===== config.mk =====
export PLATFORM = sky130hd
export DESIGN_NAME = dmem_arbiter_flat
export DESIGN_NICKNAME = d
export VERILOG_FILES = /design/src/rtl/dmem_arbiter_if.sv /design/src/rtl/dmem_arbiter.sv /design/src/flat_wrapper.sv
export SDC_FILE = /design/constraint.sdc
export NUM_CORES = 1
export LEC_CHECK = 0
export CAP_MARGIN = 20
export CELL_PAD_IN_SITES_DETAIL_PLACEMENT = 0
export CELL_PAD_IN_SITES_GLOBAL_PLACEMENT = 1
export CORE_AREA = 2 2 87 89
export CTS_CLUSTER_SIZE = 12
export DETAILED_ROUTE_END_ITERATION = 10
export DIE_AREA = 0 0 89 91
export DONT_BUFFER_PORTS = 1
export PLACE_DENSITY_LB_ADDON = 0.1
export SYNTH_ARGS = -nofsm -noshare
export SYNTH_HDL_FRONTEND = slang
export SYNTH_SLANG_ARGS = --single-unit

===== constraint.sdc =====
create_clock -name clk_i -period 3.2 [get_ports clk_i]
set_clock_uncertainty 0.05 [all_clocks]
set_input_delay 0.48 -clock clk_i [delete_from_list [all_inputs] [get_ports clk_i]]
set_output_delay 0.48 -clock clk_i [all_outputs]
set_load 0.02 [all_outputs]

===== src/rtl/dmem_arbiter_if.sv =====
// Requester-side bundle for one data-memory port: request/address/data in,
// grant and registered read return out. The master drives requests; the arbiter is the slave.
interface dmem_arbiter_if #(
  parameter int unsigned ADDR_WIDTH = 8,
  parameter int unsigned DATA_WIDTH = 32
);
  logic                  req;
  logic                  we;
  logic [ADDR_WIDTH-1:0] addr;
  logic [DATA_WIDTH-1:0] wdata;
  logic                  gnt;
  logic                  rvalid;
  logic [DATA_WIDTH-1:0] rdata;

  modport master (
    output req, we, addr, wdata,
    input  gnt, rvalid, rdata
  );

  modport slave (
    input  req, we, addr, wdata,
    output gnt, rvalid, rdata
  );
endinterface


===== src/rtl/dmem_arbiter.sv =====
// Two-port arbiter for the single-port data memory: port 0 has fixed priority,
// port 1 is force-granted after STARVE_LIMIT consecutive denied cycles.
module dmem_arbiter #(
  parameter int unsigned ADDR_WIDTH   = 8,
  parameter int unsigned DATA_WIDTH   = 32,
  parameter int unsigned STARVE_LIMIT = 4
) (
  input  logic                  clk_i,
  input  logic                  rst_i,
  dmem_arbiter_if.slave         p0_io,
  dmem_arbiter_if.slave         p1_io,
  output logic                  mem_wr_en_o,
  output logic [ADDR_WIDTH-1:0] mem_addr_o,
  output logic [DATA_WIDTH-1:0] mem_wr_data_o,
  input  logic [DATA_WIDTH-1:0] mem_rd_data_i
);

  localparam int unsigned CntW = $clog2(STARVE_LIMIT + 1);
  localparam logic [CntW-1:0] CntMax = CntW'(STARVE_LIMIT);

  logic [CntW-1:0] starve_q, starve_d;
  logic            rd_pend_q, rd_pend_d;
  logic            rd_owner_q, rd_owner_d;
  logic            force_p1;
  logic            gnt0, gnt1;
  logic            rv0, rv1;

  // Grant decision; reset dominates any request.
  always_comb begin
    gnt0     = 1'b0;
    gnt1     = 1'b0;
    force_p1 = p1_io.req && (starve_q == CntMax);
    if (!rst_i) begin
      if (force_p1) begin
        gnt1 = 1'b1;
      end else if (p0_io.req) begin
        gnt0 = 1'b1;
      end else if (p1_io.req) begin
        gnt1 = 1'b1;
      end
    end
  end

  always_comb begin
    mem_wr_en_o   = 1'b0;
    mem_addr_o    = '0;
    mem_wr_data_o = '0;
    if (gnt0) begin
      mem_wr_en_o   = p0_io.we;
      mem_addr_o    = p0_io.addr;
      mem_wr_data_o = p0_io.wdata;
    end else if (gnt1) begin
      mem_wr_en_o   = p1_io.we;
      mem_addr_o    = p1_io.addr;
      mem_wr_data_o = p1_io.wdata;
    end
  end

  always_comb begin
    starve_d = '0;
    if (p1_io.req && !gnt1) begin
      starve_d = (starve_q == CntMax) ? starve_q : starve_q + 1'b1;
    end
    rd_pend_d  = (gnt0 && !p0_io.we) || (gnt1 && !p1_io.we);
    rd_owner_d = gnt1 && !p1_io.we;
  end

  always_ff @(posedge clk_i) begin
    if (rst_i) begin
      starve_q   <= '0;
      rd_pend_q  <= 1'b0;
      rd_owner_q <= 1'b0;
    end else begin
      starve_q   <= starve_d;
      rd_pend_q  <= rd_pend_d;
      rd_owner_q <= rd_owner_d;
    end
  end

  // Read data from dmem arrives one cycle after the address; route it to the owner only.
  always_comb begin
    rv0 = !rst_i && rd_pend_q && !rd_owner_q;
    rv1 = !rst_i && rd_pend_q && rd_owner_q;
  end

  assign p0_io.gnt    = gnt0;
  assign p1_io.gnt    = gnt1;
  assign p0_io.rvalid = rv0;
  assign p1_io.rvalid = rv1;
  assign p0_io.rdata  = rv0 ? mem_rd_data_i : '0;
  assign p1_io.rdata  = rv1 ? mem_rd_data_i : '0;

endmodule

===== src/flat_wrapper.sv =====
// flat-port wrapper written by rule: the top's interface ports become plain ports
module dmem_arbiter_flat 
#(
  parameter int unsigned ADDR_WIDTH   = 8,
  parameter int unsigned DATA_WIDTH   = 32,
  parameter int unsigned STARVE_LIMIT = 4
)
  (clk_i, rst_i, mem_wr_en_o, mem_addr_o, mem_wr_data_o, mem_rd_data_i, p0_io_req, p0_io_we, p0_io_addr, p0_io_wdata, p0_io_gnt, p0_io_rvalid, p0_io_rdata, p1_io_req, p1_io_we, p1_io_addr, p1_io_wdata, p1_io_gnt, p1_io_rvalid, p1_io_rdata);
  dmem_arbiter_if #(.ADDR_WIDTH(ADDR_WIDTH), .DATA_WIDTH(DATA_WIDTH)) p0_io_i ();
  dmem_arbiter_if #(.ADDR_WIDTH(ADDR_WIDTH), .DATA_WIDTH(DATA_WIDTH)) p1_io_i ();
  input  logic clk_i;
  input  logic rst_i;
  output logic mem_wr_en_o;
  output logic [ADDR_WIDTH-1:0] mem_addr_o;
  output logic [DATA_WIDTH-1:0] mem_wr_data_o;
  input  logic [DATA_WIDTH-1:0] mem_rd_data_i;
  input wire logic [$bits(p0_io_i.req)-1:0] p0_io_req;
  input wire logic [$bits(p0_io_i.we)-1:0] p0_io_we;
  input wire logic [$bits(p0_io_i.addr)-1:0] p0_io_addr;
  input wire logic [$bits(p0_io_i.wdata)-1:0] p0_io_wdata;
  output wire logic [$bits(p0_io_i.gnt)-1:0] p0_io_gnt;
  output wire logic [$bits(p0_io_i.rvalid)-1:0] p0_io_rvalid;
  output wire logic [$bits(p0_io_i.rdata)-1:0] p0_io_rdata;
  input wire logic [$bits(p1_io_i.req)-1:0] p1_io_req;
  input wire logic [$bits(p1_io_i.we)-1:0] p1_io_we;
  input wire logic [$bits(p1_io_i.addr)-1:0] p1_io_addr;
  input wire logic [$bits(p1_io_i.wdata)-1:0] p1_io_wdata;
  output wire logic [$bits(p1_io_i.gnt)-1:0] p1_io_gnt;
  output wire logic [$bits(p1_io_i.rvalid)-1:0] p1_io_rvalid;
  output wire logic [$bits(p1_io_i.rdata)-1:0] p1_io_rdata;
  assign p0_io_i.req = p0_io_req;
  assign p0_io_i.we = p0_io_we;
  assign p0_io_i.addr = p0_io_addr;
  assign p0_io_i.wdata = p0_io_wdata;
  assign p0_io_gnt = p0_io_i.gnt;
  assign p0_io_rvalid = p0_io_i.rvalid;
  assign p0_io_rdata = p0_io_i.rdata;
  assign p1_io_i.req = p1_io_req;
  assign p1_io_i.we = p1_io_we;
  assign p1_io_i.addr = p1_io_addr;
  assign p1_io_i.wdata = p1_io_wdata;
  assign p1_io_gnt = p1_io_i.gnt;
  assign p1_io_rvalid = p1_io_i.rvalid;
  assign p1_io_rdata = p1_io_i.rdata;
  dmem_arbiter #(.ADDR_WIDTH(ADDR_WIDTH), .DATA_WIDTH(DATA_WIDTH), .STARVE_LIMIT(STARVE_LIMIT)) u_core (.clk_i(clk_i), .rst_i(rst_i), .p0_io(p0_io_i), .p1_io(p1_io_i), .mem_wr_en_o(mem_wr_en_o), .mem_addr_o(mem_addr_o), .mem_wr_data_o(mem_wr_data_o), .mem_rd_data_i(mem_rd_data_i));
endmodule

==> reports/metrics.cfg <==
[worst_setup_path]
crit_path_top_delay_cell=buf_4
worst-r2r-cell-count=5
path_class=reg -> out
cp.arrival_ns=2.00
cp-start-kind=register
path_cells=inv_1 > ha_1 > a311oi_4 > buf_4 > a22o_1
cpPeakStageDelay_ns=0.44
crit_required_ns=2.67
worstSetupEndpointType=primary output
path_max_fanout=43
r2r_setup_slack_ns=1.48

[cts]
cts_made_buffers=3
cts_setup_buffers=0
clock_path_buffers=2
cts_max_level=1
clock_sinks=5
clk_pin_slew_ns=0.04
cts_resized=0
clock-root-buffer=clkbuf_8
clock_latency_ns=0.23
cts_hold_buf=0
cts_tree=built

[global_routing]
grtUsageTotal=0.09190
grt_pass1_vias=1154
grt_max_degree=45
grt_pass1_wl_um=5692
antenna_found_initial=0
grt-ovfl-total=0

[power]
powerDensity_nw_per_um2=255.1
ir_worst_vdd_v=0.00006901
leakage_uw=0.0005120

[outcome]
status=completed

[detailed_routing]
ant_nets=0
viasPerCell=5.004
drtPass1Iterations=4
drt_iter0_drc=12
route.vias.total=1191
wl_per_cell_um=18.31
routed_wirelength_um=4357
drc=0

[die]
num_rows=31
die_x_um=89
initial_utilization=0.1588
die-area_um2=8099
die_y_um=91
core_um2=7137
ios=227

[hold_path]
hp-class=in -> reg
hold_path_depth=2

[timing]
hold_slack_ns=0.3531
max-slew-margin-rel=0.4639
fin_crit_sh=0.7901
max_freq_mhz=395.5
final_max_slew_viol_count=0
rsz0062_at_grt=false
tns_ns=0
finalHoldViolations=0
worst_slew_pin_slew_ns=0.8041
period_minus_slack_ns=2.528
setup-violations-final=0

[layout]
syn_to_final_growth_pct=9.713
fin_util=0.1743
final_nets=260
final_cell_mix=65 x and2_1, 36 x a22o_1, 6 x a22o_2
drive_gt1_frac=0.1439
diodes=0
final_common_cell=and2_1
fillers=838

[yosys]
synth_cell_types=21
syn_avg_cell_area_um2=7.818
syn_nets=265
ys_warn_count=0
yosysSeqAreaShare=0.08830
syn_area_um2=1134
ys_ff_latch=5
syn_inst=145

[place]
dp_hpwl_um=3765
gp_routability_congestion=0.8500
port-buffer-count=0

[run]
cap_violations=0

-- metrics by stage --
stage | std cells | power [uW] | worst slack (ns) | cell area (um^2)
final | 238 | 317.3 | 0.6717 | 1244
after global routing | 238 | 332.2 | 0.5683 | 1244
after CTS | 238 | 322.3 | 0.6519 | 1244
after detailed placement | 234 | 198.0 | 0.9110 | 1197
after global placement | 234 | 198.0 | 0.9700 | 1197
after floorplan | 145 | 191.3 | 1.151 | 1134
-- flip-flops by register name, indices dropped and copies added, names as in the netlist --
signal	flops
u_core.rd_pend_q	1
u_core.rd_owner_q	1
u_core.starve_q	3
-- critical path, delay by kind of cell (launching register included) --
kind,cells,cell delay [ns]
buf+inv,2,0.49
flops,1,0.35
compound gates,2,0.66
fa+ha+maj,1,0.24
-- final timing paths --
path,start,endpoint
max,u_core.starve_q[0],mem_wr_data_o[13]
min,p0_io_req,u_core.starve_q[2]
max reg2reg,u_core.starve_q[0],u_core.rd_pend_q
min reg2reg,u_core.starve_q[0],u_core.starve_q[0]
-- area by class of cell --
cell class | count | area, um^2 | share of cell area
clock inverter | 1 | 5.005 | 0.004024
inverter | 5 | 18.77 | 0.01509
multi-input combinational | 121 | 924.6 | 0.7435
tap | 99 | 123.9 | 0.09960
timing repair buffer | 4 | 30.03 | 0.02414
clock buffer | 3 | 41.29 | 0.03320
sequential | 5 | 100.1 | 0.08048
-- cells by family after synthesis --
group	Yosys count	synth area share
compound gates	44	0.3709
fa+ha+maj	2	0.02207
simple gates	74	0.4139
buf+inv	19	0.09601
flops	5	0.08830
mux	1	0.008830
-- layer usage --
layer | global-route usage | vias up | part of all wire
met5 | 0 | - | 0
met4 | 0.05846 | 0 | 0.035
met3 | 0.006364 | 11 | 0.095
met2 | 0.1766 | 135 | 0.53
met1 | 0.09076 | 543 | 0.34
li1 | - | 502 | -
-- cell usage after synthesis --
cell type	count	area (um^2)
a21boi_4	1	18.77
a22o_1	36	315.3
a22o_2	6	60.06
a311oi_4	1	26.28
and2_1	65	406.6
and3b_1	1	8.760
and4_2	1	10.01
buf_2	3	15.01
buf_4	1	7.510
buf_6	4	45.04
clkbuf_1	6	22.52
dfxtp_1	5	100.1
ha_1	2	25.02
inv_1	4	15.01
inv_2	1	3.750
mux2i_1	1	10.01
nand2_1	2	7.510
nor2_1	2	7.510
nor2b_2	1	8.760
nor3b_1	1	7.510
nor3b_2	1	12.51
-- power by group --
| group | internal (uW) | switching, uW |
|---|---|---|
| registers | 64.5 | 0.945 |
| clock network | 84.1 | 37.1 |
| logic | 37.9 | 92.9 |
Note: power is estimated with default switching activity, not from simulation.
